## src/rtl/systolic_pkg.sv

```systemverilog
// Shared types and helpers for the systolic processing elements.
// Saturation helper works on a wide signed value and a runtime width.
package systolic_pkg;

  typedef enum logic {
    PE_WS = 1'b0,
    PE_OS = 1'b1
  } pe_mode_e;

  typedef enum logic {
    PE_RUN       = 1'b0,
    PE_DRAIN_FWD = 1'b1
  } pe_state_e;

  localparam int unsigned SAT_MAXW = 64;

  // Clamp a sign-extended value into the signed range of w bits.
  function automatic logic signed [SAT_MAXW-1:0] sat_s(
    input logic signed [SAT_MAXW-1:0] v,
    input int unsigned                w
  );
    logic signed [SAT_MAXW-1:0] hi;
    logic signed [SAT_MAXW-1:0] lo;
    hi = (64'sd1 <<< (w - 1)) - 64'sd1;
    lo = -hi - 64'sd1;
    if (v > hi)
      sat_s = hi;
    else if (v < lo)
      sat_s = lo;
    else
      sat_s = v;
  endfunction

endpackage

```

## src/rtl/pe_sat_mac.sv

```systemverilog
// Combinational multiply-add with saturation.
// Used for both the WS partial sum and the OS accumulator.
module pe_sat_mac
  import systolic_pkg::*;
#(
  parameter int IN_WIDTH  = 8,
  parameter int ACC_WIDTH = 24
) (
  input  logic signed [IN_WIDTH-1:0]  i_a,
  input  logic signed [IN_WIDTH-1:0]  i_b,
  input  logic                        i_use_prod,
  input  logic signed [ACC_WIDTH-1:0] i_addend,
  output logic signed [ACC_WIDTH-1:0] o_sum,
  output logic                        o_sat
);

  localparam int PW = 2 * IN_WIDTH;
  localparam int SW = ACC_WIDTH + 1;

  logic signed [PW-1:0]       w_raw;
  logic signed [PW-1:0]       w_prod;
  logic        [SW-1:0]       w_wide;
  logic signed [SAT_MAXW-1:0] w_ext;
  logic signed [SAT_MAXW-1:0] w_clamp;

  assign w_raw  = i_a * i_b;
  assign w_prod = i_use_prod ? w_raw : '0;

  // One guard bit is enough: both operands fit in ACC_WIDTH.
  assign w_wide = {i_addend[ACC_WIDTH-1], i_addend}
                + {{(SW-PW){w_prod[PW-1]}}, w_prod};

  assign w_ext   = {{(SAT_MAXW-SW){w_wide[SW-1]}}, w_wide};
  assign w_clamp = sat_s(w_ext, ACC_WIDTH);
  assign o_sum   = w_clamp[ACC_WIDTH-1:0];
  assign o_sat   = (w_clamp != w_ext);

endmodule

```

## src/rtl/processing_element_v2.sv

```systemverilog
// Systolic PE with WS/OS modes, double-buffered weight,
// sticky saturation flag and OS column drain.
module processing_element_v2
  import systolic_pkg::*;
#(
  parameter int IN_WIDTH  = 8,
  parameter int ACC_WIDTH = 24
) (
  input  logic                 clk_i,
  input  logic                 rst_i,
  input  logic                 mode_i,
  input  logic [IN_WIDTH-1:0]  west_i,
  input  logic                 west_valid_i,
  output logic [IN_WIDTH-1:0]  east_o,
  output logic                 east_valid_o,
  input  logic [ACC_WIDTH-1:0] north_i,
  input  logic                 north_valid_i,
  input  logic                 north_last_i,
  output logic [ACC_WIDTH-1:0] south_o,
  output logic                 south_valid_o,
  output logic                 south_last_o,
  input  logic                 wload_i,
  input  logic                 wswap_i,
  input  logic                 acc_clr_i,
  input  logic                 drain_i,
  input  logic                 top_row_i,
  output logic                 busy_o,
  output logic                 sat_o
);

  logic [IN_WIDTH-1:0]         r_east;
  logic                        r_east_v;
  logic [ACC_WIDTH-1:0]        r_south;
  logic                        r_south_v;
  logic                        r_south_last;
  pe_state_e                   r_state;
  logic signed [ACC_WIDTH-1:0] r_acc;
  logic signed [IN_WIDTH-1:0]  r_act_w;
  logic signed [IN_WIDTH-1:0]  r_shd_w;
  logic                        r_sat;

  logic                        w_os;
  logic                        w_fwd;
  logic                        w_ws_run;
  logic                        w_os_run;
  logic                        w_both;
  logic signed [IN_WIDTH-1:0]  w_b;
  logic                        w_use;
  logic signed [ACC_WIDTH-1:0] w_add;
  logic signed [ACC_WIDTH-1:0] w_sum;
  logic                        w_sat;

  assign w_os     = (pe_mode_e'(mode_i) == PE_OS);
  assign w_fwd    = (r_state == PE_DRAIN_FWD);
  assign w_ws_run = !w_fwd && !w_os;
  assign w_os_run = !w_fwd && w_os;
  assign w_both   = west_valid_i && north_valid_i;

  // WS: psum + x*w_active. OS: acc + x*north operand.
  assign w_b   = w_os ? north_i[IN_WIDTH-1:0] : r_act_w;
  assign w_use = w_os ? w_both : 1'b1;
  assign w_add = w_os ? r_acc
               : (north_valid_i ? north_i : '0);

  pe_sat_mac #(
    .IN_WIDTH  (IN_WIDTH),
    .ACC_WIDTH (ACC_WIDTH)
  ) u_mac (
    .i_a        (west_i),
    .i_b        (w_b),
    .i_use_prod (w_use),
    .i_addend   (w_add),
    .o_sum      (w_sum),
    .o_sat      (w_sat)
  );

  // Lanes, weights, accumulator and drain FSM.
  always_ff @(posedge clk_i) begin
    if (rst_i) begin
      r_east       <= '0;
      r_east_v     <= 1'b0;
      r_south      <= '0;
      r_south_v    <= 1'b0;
      r_south_last <= 1'b0;
      r_state      <= PE_RUN;
      r_acc        <= '0;
      r_act_w      <= '0;
      r_shd_w      <= '0;
      r_sat        <= 1'b0;
    end else begin
      r_east   <= west_i;
      r_east_v <= west_valid_i;
      unique case (1'b1)
        w_fwd: begin
          r_south      <= north_i;
          r_south_v    <= north_valid_i;
          r_south_last <= north_last_i;
          if (north_valid_i && north_last_i)
            r_state <= PE_RUN;
        end
        w_ws_run: begin
          if (wswap_i)
            r_act_w <= r_shd_w;
          if (wload_i) begin
            if (north_valid_i)
              r_shd_w <= north_i[IN_WIDTH-1:0];
            r_south      <= north_i;
            r_south_v    <= north_valid_i;
            r_south_last <= north_last_i;
          end else begin
            r_south_v    <= west_valid_i;
            r_south_last <= 1'b0;
            if (west_valid_i)
              r_south <= w_sum;
          end
          if (acc_clr_i)
            r_sat <= 1'b0;
          else if (!wload_i && west_valid_i && w_sat)
            r_sat <= 1'b1;
        end
        w_os_run: begin
          if (drain_i) begin
            r_south      <= w_sum;
            r_south_v    <= 1'b1;
            r_south_last <= top_row_i;
            r_acc        <= '0;
            if (!top_row_i)
              r_state <= PE_DRAIN_FWD;
            if (acc_clr_i)
              r_sat <= 1'b0;
            else if (w_sat)
              r_sat <= 1'b1;
          end else begin
            r_south      <= north_i;
            r_south_v    <= north_valid_i;
            r_south_last <= north_last_i;
            if (acc_clr_i) begin
              r_acc <= '0;
              r_sat <= 1'b0;
            end else if (w_both) begin
              r_acc <= w_sum;
              if (w_sat)
                r_sat <= 1'b1;
            end
          end
        end
        default: ;
      endcase
    end
  end

  assign east_o        = r_east;
  assign east_valid_o  = r_east_v;
  assign south_o       = r_south;
  assign south_valid_o = r_south_v;
  assign south_last_o  = r_south_last;
  assign busy_o        = w_fwd;
  assign sat_o         = r_sat;

endmodule

```

## config.mk

```make
export PLATFORM = sky130hd
export DESIGN_NAME = processing_element_v2
export DESIGN_NICKNAME = d
export VERILOG_FILES = /design/src/rtl/systolic_pkg.sv /design/src/rtl/pe_sat_mac.sv /design/src/rtl/processing_element_v2.sv
export SDC_FILE = /design/constraint.sdc
export NUM_CORES = 1
export LEC_CHECK = 0
export CAP_MARGIN = 20
export CORE_UTILIZATION = 30
export CTS_CLUSTER_DIAMETER = 100
export DETAILED_ROUTE_END_ITERATION = 6
export MAX_ROUTING_LAYER = met4
export SYNTH_ARGS = -nofsm -noshare
export SYNTH_HDL_FRONTEND = slang
export SYNTH_SLANG_ARGS = --single-unit
export TNS_END_PERCENT = 100
```

## constraint.sdc

```tcl
create_clock -name clk_i -period 20.4 [get_ports clk_i]
set_clock_uncertainty 0.2 [all_clocks]
set_input_delay 4.08 -clock clk_i [delete_from_list [all_inputs] [get_ports clk_i]]
set_output_delay 4.08 -clock clk_i [all_outputs]
set_load 0.01 [all_outputs]
```

==> results.md, run 1 <==
* Antenna-violating nets left at 0
* Drt initial violations at roughly 510
* H-tree levels at 3
* Slew margin rel. at roughly 29%
* Largest net degree at the start of global routing at 53
* Hold_buf cts at 0
* Hold-critical path endpoint: r_act_w[4]
* Slew Viols, Final at 0
* Share of the synthesized area in the top cell type at 20.2%
* Sequential area share after synthesis at around a fifth
* PwrDens at slightly above 90 mW/mm^2
* Vias/cell at a little over 5
* Worst-path clk slew at approximately 60 ps
* Fraction of final layout cells sized beyond drive strength 1 at 5.12%
* Worst Hold Class: reg -> reg
* Status: finished, final reports clean
* Vias at about 7000
* Reg2reg start: r_act_w[7]
* Worst reg2reg path depth at 32
* CORE AREA at ~0.025 mm^2
* Chip height at ~160 um
* Wire per inst at around 17 um
* Setup violations, final at 0
* CTS tree: yes
* Post-Route Setup TNS at 0 ps
* Gate power share at 57.0%
* Total wire length at 22.3 mm
* CTS buffer count at 9
* Fin. Hold Viols at 0
* Maximum clock rate at 81.1 MHz
* FF-to-FF End: south_o[20]
* Iteration count of the initial detailed-routing pass at 5
* Gate Count Post-Synth at around 950
* Post CTS Setup Buffer Count at 0
* Fill count at roughly 2700
* Ant. Diodes at 0
* R2R setup slack at 12180 ps
* Reg power frac at between 20% and 30%
* Boundary Pins at 80
* CP max-delay cell: mux2i_1
* Max incr delay on CP at roughly 700 ps
* Mean Syn Cell Area at between 8 and 9 um^2
* Chip width at between 150 and 200 um
* Syn. warnings at 0
* Area Overhead vs Synth at 18.8%
* Max Buffers Root-to-Sink at 2
* Post-synth top area cell: dfxtp_1
* Fin worst setup slack at 8070 ps
* IO buf count at just under 80
* Post-synthesis cell type count at 64
* Synthesized area at roughly 0.0076 mm^2
* Static Leak at about 4 nW
* Setup Crit Path Kind: in -> reg
* #FFs+latches synth at between 70 and 80
* Hold Path Depth at 2
* First-pass GRT wire length at about 36 mm
* GRT Overall Usage at a little under a fifth
* DP HPWL at ~18 mm
* Post-CTS sizing at 0
* Top_reg_cell synth: dfxtp_1
* CP Launch Type: input port
* Switching pwr at about 0.37 mW
* Place WS at slightly below 8000 ps
* Final nets at ~1200
* WP data arrival at about 12000 ps
* Initial antenna violation count at 0
* Fin crit period at between 10000 and 15000 ps
* Mapped Nets at approximately 1100
* Post-synth ARST share at 0%
* Die area at between 0.02 and 0.03 mm^2
* Switch share at between 40 and 50%
* Number of flops mapped to enable cells by yosys at 0
* Hold_ws at approximately 250 ps
* VDD IR max at ~0.042 mV
* Internal power at 0.482 mW
* Crit path capture type: flop
* Max-cap viol count at 0
* DR DRC count at 0
* Clock Sinks at just under 80
* CP Max Fanout at 52
* RSZ-0062 raised after global routing: no
* Most area-consuming cells after synthesis: dfxtp_1, fa_1, ha_1
* Final period util at roughly three fifths
* Worst-Margin Slew at 1070 ps
* Insertion delay to the later sink of the worst-skew pair at 360 ps
* Root buf cell: clkbuf_16
* Worst path required time at between 20000 and 25000 ps
* Vias in the first global route at 6777
* FP Rows at 58
* Clock share of power at 21.8%
* Total grt overflow at 0
* Worst hold start: r_shd_w[4]
* Initial Util at 30.5%
* RD Place Congestion at between 0.8 and 0.9
## power groups by stage
| stage | registers [mW] | logic [mW] | clock network (mW) |
|---|---|---|---|
| after global placement | 0.183 | 0.476 | 0 |
| after global routing | 0.182 | 0.539 | 0.193 |
| final | 0.180 | 0.483 | 0.185 |
| after detailed placement | 0.183 | 0.478 | 0 |
| after CTS | 0.180 | 0.482 | 0.186 |
| after floorplan | 0.187 | 0.337 | 0 |
## worst max path at each step
stage / from / end / slack [ps]
after floorplan: mode_i / r_acc[13] / 8410
after global placement: mode_i / south_o[20] / 7960
after detailed placement: mode_i / south_o[20] / 7750
after CTS: mode_i / south_o[20] / 8070
after global routing: mode_i / south_o[20] / 7350
final: mode_i / south_o[20] / 8070
## cell usage after synthesis, drive strengths merged, types with 3 or more instances
library cell  count
nand3            11
o21ai            79
a22oi            19
a211oi           15
o31a              5
nor3              7
nand4             5
a311oi            4
ha               48
a21boi            6
and3              5
a22o             27
o22ai             4
nor2b            48
nand2            78
nor2             82
fa               56
a31oi             4
nand2b            8
and2             25
a21oi            52
buf               7
xor2             10
o21bai            3
xnor2            27
o21a              9
clkbuf           33
mux2              5
or2               4
o211ai           14
mux2i            19
dfxtp            77
a21o             20
inv             111
## registers in the layout, indices dropped and copies added, names as in the netlist
name           flops
busy_o             1
east_o             8
east_valid_o       1
r_acc             24
r_act_w            8
r_shd_w            8
sat_o              1
south_last_o       1
south_o           24
south_valid_o      1
## metal layers
layer | share of wire (%) | global-route usage, %
met1 | 47 | 24.0
met2 | 47 | 29.7
met3 | 4.2 | 2.49
met4 | 1.0 | 3.86
met5 | 0 | -
## layout by cell type (no fill, tap or decap), drive strengths merged, types with 14 or more instances in the layout
master,synthesis,layout
a22oi,19,19
o21ai,79,79
a21o,20,20
mux2i,19,19
nand2,78,78
and2,25,25
nor2,82,82
a211oi,15,15
fa,56,56
xnor2,27,27
inv,111,112
nor2b,48,48
a21oi,52,52
ha,48,48
dfxtp,77,77
a22o,27,27
clkdlybuf4s50,0,77
o211ai,14,14
## layout make-up
| class | instances | area, um^2 | share of cell area, % |
|---|---|---|---|
| Timing Repair Buffer | 89 | 856 | 9.42 |
| Clock buffer | 10 | 239 | 2.63 |
| Clock inverter | 6 | 95.1 | 1.05 |
| Multi-Input combinational cell | 723 | 5520 | 60.8 |
| Sequential cell | 77 | 1540 | 17.0 |
| Tap cell | 330 | 413 | 4.55 |
| Inverter | 111 | 419 | 4.62 |
## per-stage QoR
stage | utilization (%) | area, um^2 | power [mW] | cells
3_5_place_dp | 34.8 | 8750 | 0.661 | 1330
4_1_cts | 36.2 | 9080 | 0.849 | 1346
6_report | 36.2 | 9080 | 0.847 | 1346
5_1_grt | 36.2 | 9080 | 0.914 | 1346
2_1_floorplan | - | 7650 | 0.524 | 951
3_3_place_gp | 34.8 | 8750 | 0.659 | 1330
## critical path: cells and delay by family
kind            cells  cell delay [ps]
compound gates     16             3120
xor+xnor            1              170
fa+ha+maj           6             2730
buf+inv             7             1070
mux                 1              710
simple gates        3              460
## logic make-up (layout without fill, tap and decap cells)
logic type	after synthesis	count (layout)	share of synthesized area, %
AO/OA/AOI/OAI	280	280	24.5
XOR/XNOR	37	37	4.34
adder cells (fa/ha/maj)	104	104	22.5
buffers and inverters	151	216	7.71
flip-flops	77	77	20.2
multiplexers	24	24	3.49
AND/OR/NAND/NOR	278	278	17.3
No activity file was read; power rests on OpenSTA's default activity.
==> run 2: changes to the inputs <==
==> constraint.sdc (replaced) <==
create_clock -name clk_i -period 12.05 [get_ports clk_i]
set_clock_uncertainty 0.2 [all_clocks]
set_input_delay 2.41 -clock clk_i [delete_from_list [all_inputs] [get_ports clk_i]]
set_output_delay 2.41 -clock clk_i [all_outputs]
set_load 0.01 [all_outputs]
==> run 2 against run 1 <==
Worst setup slack got worse by 6700 ps. Total power grew 69%. Flip-flop and latch count is the same. Critical path type unchanged. Largest power group unchanged.
==> results.md, run 2 (synthesis results as in run 1) <==
* Status: finished, final reports clean
* Die area at approximately 0.026 mm^2
* Antenna-violating nets left at 0
* Initial antenna violation count at 0
* Fin worst setup slack at 1400 ps
* Insertion delay to the later sink of the worst-skew pair at about 350 ps
* Vias/cell at approximately 5
* Vias at 6888
* Post-Route Setup TNS at 0 ps
* Worst Setup SP: north_i[7]
* Setup violations, final at 0
* R2R setup slack at roughly 3800 ps
* Fill count at around 2600
* CTS tree: yes
* Worst-Margin Slew at between 1000 and 1500 ps
* Most frequent cells in the layout: inv_1, nor2_1, nand2_1, dfxtp_1, clkdlybuf4s50_1
* Reg2reg start: r_act_w[7]
* H-tree levels at 3
* CTS buffer count at 9
* Drt initial violations at 497
* Worst Hold Class: reg -> reg
* Place WS at roughly 1100 ps
* RSZ-0062 raised after global routing: no
* Post CTS Setup Buffer Count at 0
* Worst reg2reg path depth at 31
* Post-CTS sizing at 0
* CP Launch Type: input port
* Maximum clock rate at approximately 94 MHz
* Final period util at 88.4%
* Area Overhead vs Synth at 19.3%
* Chip height at 162 um
* Static Leak at slightly below 4 nW
* Ant. Diodes at 0
* Fin crit period at roughly 11000 ps
* Boundary Pins at 80
* FP Rows at between 50 and 60
* Total power at ~1.4 mW
* Vias in the first global route at 6729
* DR DRC count at 0
* IO buf count at ~80
* Hold_buf cts at 0
* Wire per inst at approximately 16 um
* Initial Util at a little under a third
* First-pass GRT wire length at around 36 mm
* Hold Path Depth at 2
* Total grt overflow at 0
* Iteration count of the initial detailed-routing pass at 5
* Max-cap viol count at 0
* GRT Overall Usage at about 18%
* DP HPWL at ~17 mm
* CORE AREA at between 0.02 and 0.03 mm^2
* Worst hold start: r_shd_w[1]
* Slew margin rel. at between 20% and 30%
* PwrDens at 157 mW/mm^2
* RD Place Congestion at 0.858
* Clock Sinks at a little under 80
* Slew Viols, Final at 0
* Setup Crit Path Kind: in -> reg
* Chip width at ~160 um
* Worst path required time at about 12000 ps
* Root buf cell: clkbuf_16
* CP Max Fanout at 25
* Max incr delay on CP at 810 ps
* Fin area at 0.00912 mm^2
* Post-DP Area at 0.00877 mm^2
* Max Buffers Root-to-Sink at 2
* Worst-path clk slew at 70 ps
* VDD IR max at around 0.075 mV
* WP data arrival at roughly 11000 ps
* Fraction of final layout cells sized beyond drive strength 1 at under 10%
* Final nets at around 1200
* Hold_ws at around 250 ps
* Crit path capture type: flop
* Fin. Hold Viols at 0
* Commonest non-fill, non-tap cell in the layout: inv_1
* Total wire length at approximately 22 mm
* CP max-delay cell: mux2i_1
* Largest net degree at the start of global routing at 50
==> run 2: cell count changes in the layout (fill, tap and decap cells not counted) <==
| cell | previous run | this run |
|---|---|---|
| clkinv_4 | 1 | 2 |
| bufinv_16 | 2 | 3 |
| clkinvlp_4 | 2 | 0 |
| clkinv_2 | 0 | 1 |
| buf_4 | 10 | 14 |
| inv_8 | 1 | 0 |
| inv_6 | 0 | 1 |
| clkbuf_8 | 1 | 0 |
==> run 2: cell type report <==
class / instances / area [um^2] / area share (%)
Sequential cell: 77 / 1540 / 16.9
Inverter: 111 / 419 / 4.59
Clock buffer: 9 / 225 / 2.47
Timing Repair Buffer: 93 / 886 / 9.71
Multi-Input combinational cell: 723 / 5520 / 60.5
Tap cell: 330 / 413 / 4.53
Clock inverter: 7 / 121 / 1.33
==> run 2: worst max-delay path, delay by kind of cell <==
kind | cells | cell delay (ps)
XOR/XNOR | 1 | 180
multiplexers | 1 | 810
AO/OA/AOI/OAI | 16 | 3070
AND/OR/NAND/NOR | 3 | 550
buffers and inverters | 5 | 940
adder cells (fa/ha/maj) | 6 | 2710
==> run 2: worst paths after layout <==
| path | endpoint |
|---|---|
| setup reg to reg | south_o[3] |
| setup / recovery | south_o[3] |
| hold / removal | r_act_w[1] |
| hold reg to reg | r_act_w[1] |
==> run 2: power breakdown <==
part	internal, mW	switching, mW
Sequential	0.285	0.0193
Combinational	0.341	0.465
Clock	0.204	0.119
==> run 2: stage by stage <==
stage               utilization [%]  std cells
floorplan                         -        951
global route                   36.3       1350
finish                         36.3       1350
detailed placement             34.9       1333
global placement               34.9       1333
CTS                            36.3       1349
==> run 2: routing by layer <==
metal	vias up	GRT usage, %	routed length (um)
li1	3378	-	-
met1	3310	24.0	10400
met2	173	27.8	10200
met3	27	2.80	964
met4	0	4.50	348
met5	-	-	0
==> run 3: changes to the inputs <==
==> constraint.sdc (replaced) <==
create_clock -name clk_i -period 9.8 [get_ports clk_i]
set_clock_uncertainty 0.2 [all_clocks]
set_input_delay 1.96 -clock clk_i [delete_from_list [all_inputs] [get_ports clk_i]]
set_output_delay 1.96 -clock clk_i [all_outputs]
set_load 0.01 [all_outputs]
==> run 3 against run 2 <==
Routed wire length up 4.7%. Count of clock-buffer cells in the layout grew 1. Register-to-register slack worse by 1500 ps. Worst setup slack worse by 880 ps. Cell count increased by 2.1%. Via count rose by 3.2%. Highest routed layer unchanged. Critical path type unchanged. Non-clock buffer count up 26. Cell area up 2.1%. Combinational power grew 30%. Clock power grew 8.7%. Largest power group unchanged. Critical endpoint unchanged. Critical path depth rose by 2.
==> results.md, run 3 (synthesis results as in run 1) <==
* Worst reg2reg path depth at 33
* Vias/cell at roughly 5.2
* Setup violations, final at 0
* Most frequent cells in the layout: inv_1, nor2_1, nand2_1, dfxtp_1, clkdlybuf4s50_1
* Worst hold start: south_o[23]
* Hold Path Depth at 2
* IO buf count at a little under 80
* GRT Overall Usage at a little under a fifth
* Vias in the first global route at just under 7000
* Area Overhead vs Synth at 21.8%
* RSZ-0062 raised after global routing: no
* CP max-delay cell: fa_1
* Worst-path clk slew at around 70 ps
* Reg2reg start: r_act_w[7]
* Final period util at 94.6%
* DR DRC count at 0
* Fin worst setup slack at around 520 ps
* Drt initial violations at 444
* Root buf cell: clkbuf_16
* CTS buffer count at 9
* Clock Sinks at 77
* Hold-critical path endpoint: south_o[23]
* Antenna-violating nets left at 0
* Post-DP Area at about 0.0090 mm^2
* Chip height at between 150 and 200 um
* Slew Viols, Final at 0
* Maximum clock rate at 108 MHz
* Fraction of final layout cells sized beyond drive strength 1 at about 8%
* FP Rows at just under 60
* Initial Util at ~30%
* Hold_ws at 252 ps
* Max-cap viol count at 0
* R2R setup slack at approximately 2300 ps
* Total grt overflow at 0
* Boundary Pins at 80
* Initial antenna violation count at 1
* FF-to-FF End: south_o[3]
* Wire per inst at 16.6 um
* Worst path required time at around 9800 ps
* Place WS at 42.1 ps
* Commonest non-fill, non-tap cell in the layout: inv_1
* Max incr delay on CP at around 530 ps
* RD Place Congestion at 0.855
* Final nets at about 1200
* Status: finished, final reports clean
* Vias at 7108
* Total wire length at roughly 23 mm
* H-tree levels at 3
* Crit path capture type: flop
* VDD IR max at roughly 0.089 mV
* Slew margin rel. at between 20 and 30%
* CP Launch Type: input port
* Worst-Margin Slew at 1060 ps
* Setup Crit Path Kind: in -> reg
* Die area at roughly 0.026 mm^2
* Core Util, Final at around 37%
* Iteration count of the initial detailed-routing pass at 5
* Fin. Hold Viols at 0
* Insertion delay to the later sink of the worst-skew pair at approximately 350 ps
* Largest net degree at the start of global routing at 50
* Top delay family on crit path: compound AO/OA/AOI/OAI gates
* First-pass GRT wire length at around 37 mm
* PwrDens at between 150 and 200 mW/mm^2
* Post-Route Setup TNS at 0 ps
* Fill count at around 2700
* WP data arrival at approximately 9300 ps
* Fin crit period at 9280 ps
* Hold_buf cts at 0
* CORE AREA at between 0.02 and 0.03 mm^2
* CP most frequent cell: inv_1
* Worst Hold Class: reg -> reg
* DP HPWL at approximately 18 mm
* Chip width at 162 um
* Max Buffers Root-to-Sink at 2
* Static Leak at ~4.0 nW
* Fin area at 0.00932 mm^2
* CP Max Fanout at 28
* CTS tree: yes
* Buf+Inv Stages, Crit Path at 8
run 3: cell count changes in the layout (fill, tap and decap cells not counted), sizes merged:
| cell | change |
|---|---|
| bufinv | -2 |
| mux2 | +1 |
| clkinvlp | +2 |
| clkinv | -2 |
| diode | +1 |
| clkbuf | +1 |
| inv | +1 |
| buf | +26 |
run 3: repair_timing:
action,in CTS,in global routing
endpoints found under the setup margin,0,28
setup buffers,0,1
resized for setup,0,2
run 3: worst register-to-register path, delay by kind of cell, from the launching register on:
kind / cells / cell delay, ps
compound gates: 16 / 2780
xor+xnor: 1 / 180
fa+ha+maj: 6 / 2700
buf+inv: 7 / 680
flops: 1 / 320
mux: 1 / 230
simple gates: 2 / 300
run 3: metal layers:
layer / share of wire (%) / global-route usage [%]
met5: 0 / -
met4: 2.1 / 4.67
met3: 5.3 / 3.26
met2: 46 / 28.6
met1: 47 / 24.0
run 3: worst max-delay path by stage:
stage,endpoint,slack (ps),cells after the start,from
6_report,south_o[3],520,34,north_i[7]
5_1_grt,south_o[16],30,33,north_i[7]
4_1_cts,south_o[4],380,34,north_i[7]
3_5_place_dp,south_o[4],40,34,north_i[7]
3_3_place_gp,sat_o,240,33,north_i[7]
2_1_floorplan,r_acc[14],3,35,mode_i
run 3: final cells by class:
cell class	instances	area (um^2)	area share, %
flip-flops and latches	77	1540	16.5
multi-input cells	724	5540	59.5
clock inverters	6	71.3	0.766
well taps	330	413	4.43
clock buffers	10	229	2.46
repair buffers	119	1100	11.8
diodes	1	2.50	0.0269
inverters	111	419	4.50
run 3: report_power, final:
| group | leakage (nW) | internal, mW | switching (mW) |
|---|---|---|---|
| clock | 0.140 | 0.200 | 0.150 |
| sequential | 0.630 | 0.351 | 0.0241 |
| combinational | 3.25 | 0.452 | 0.599 |
| total | 4.02 | 1.00 | 0.773 |
run 3: metrics by stage:
step | cells | power, mW
2_1_floorplan | 951 | 1.09
3_3_place_gp | 1358 | 1.40
3_5_place_dp | 1359 | 1.41
4_1_cts | 1375 | 1.77
5_1_grt | 1378 | 1.91
6_report | 1378 | 1.78
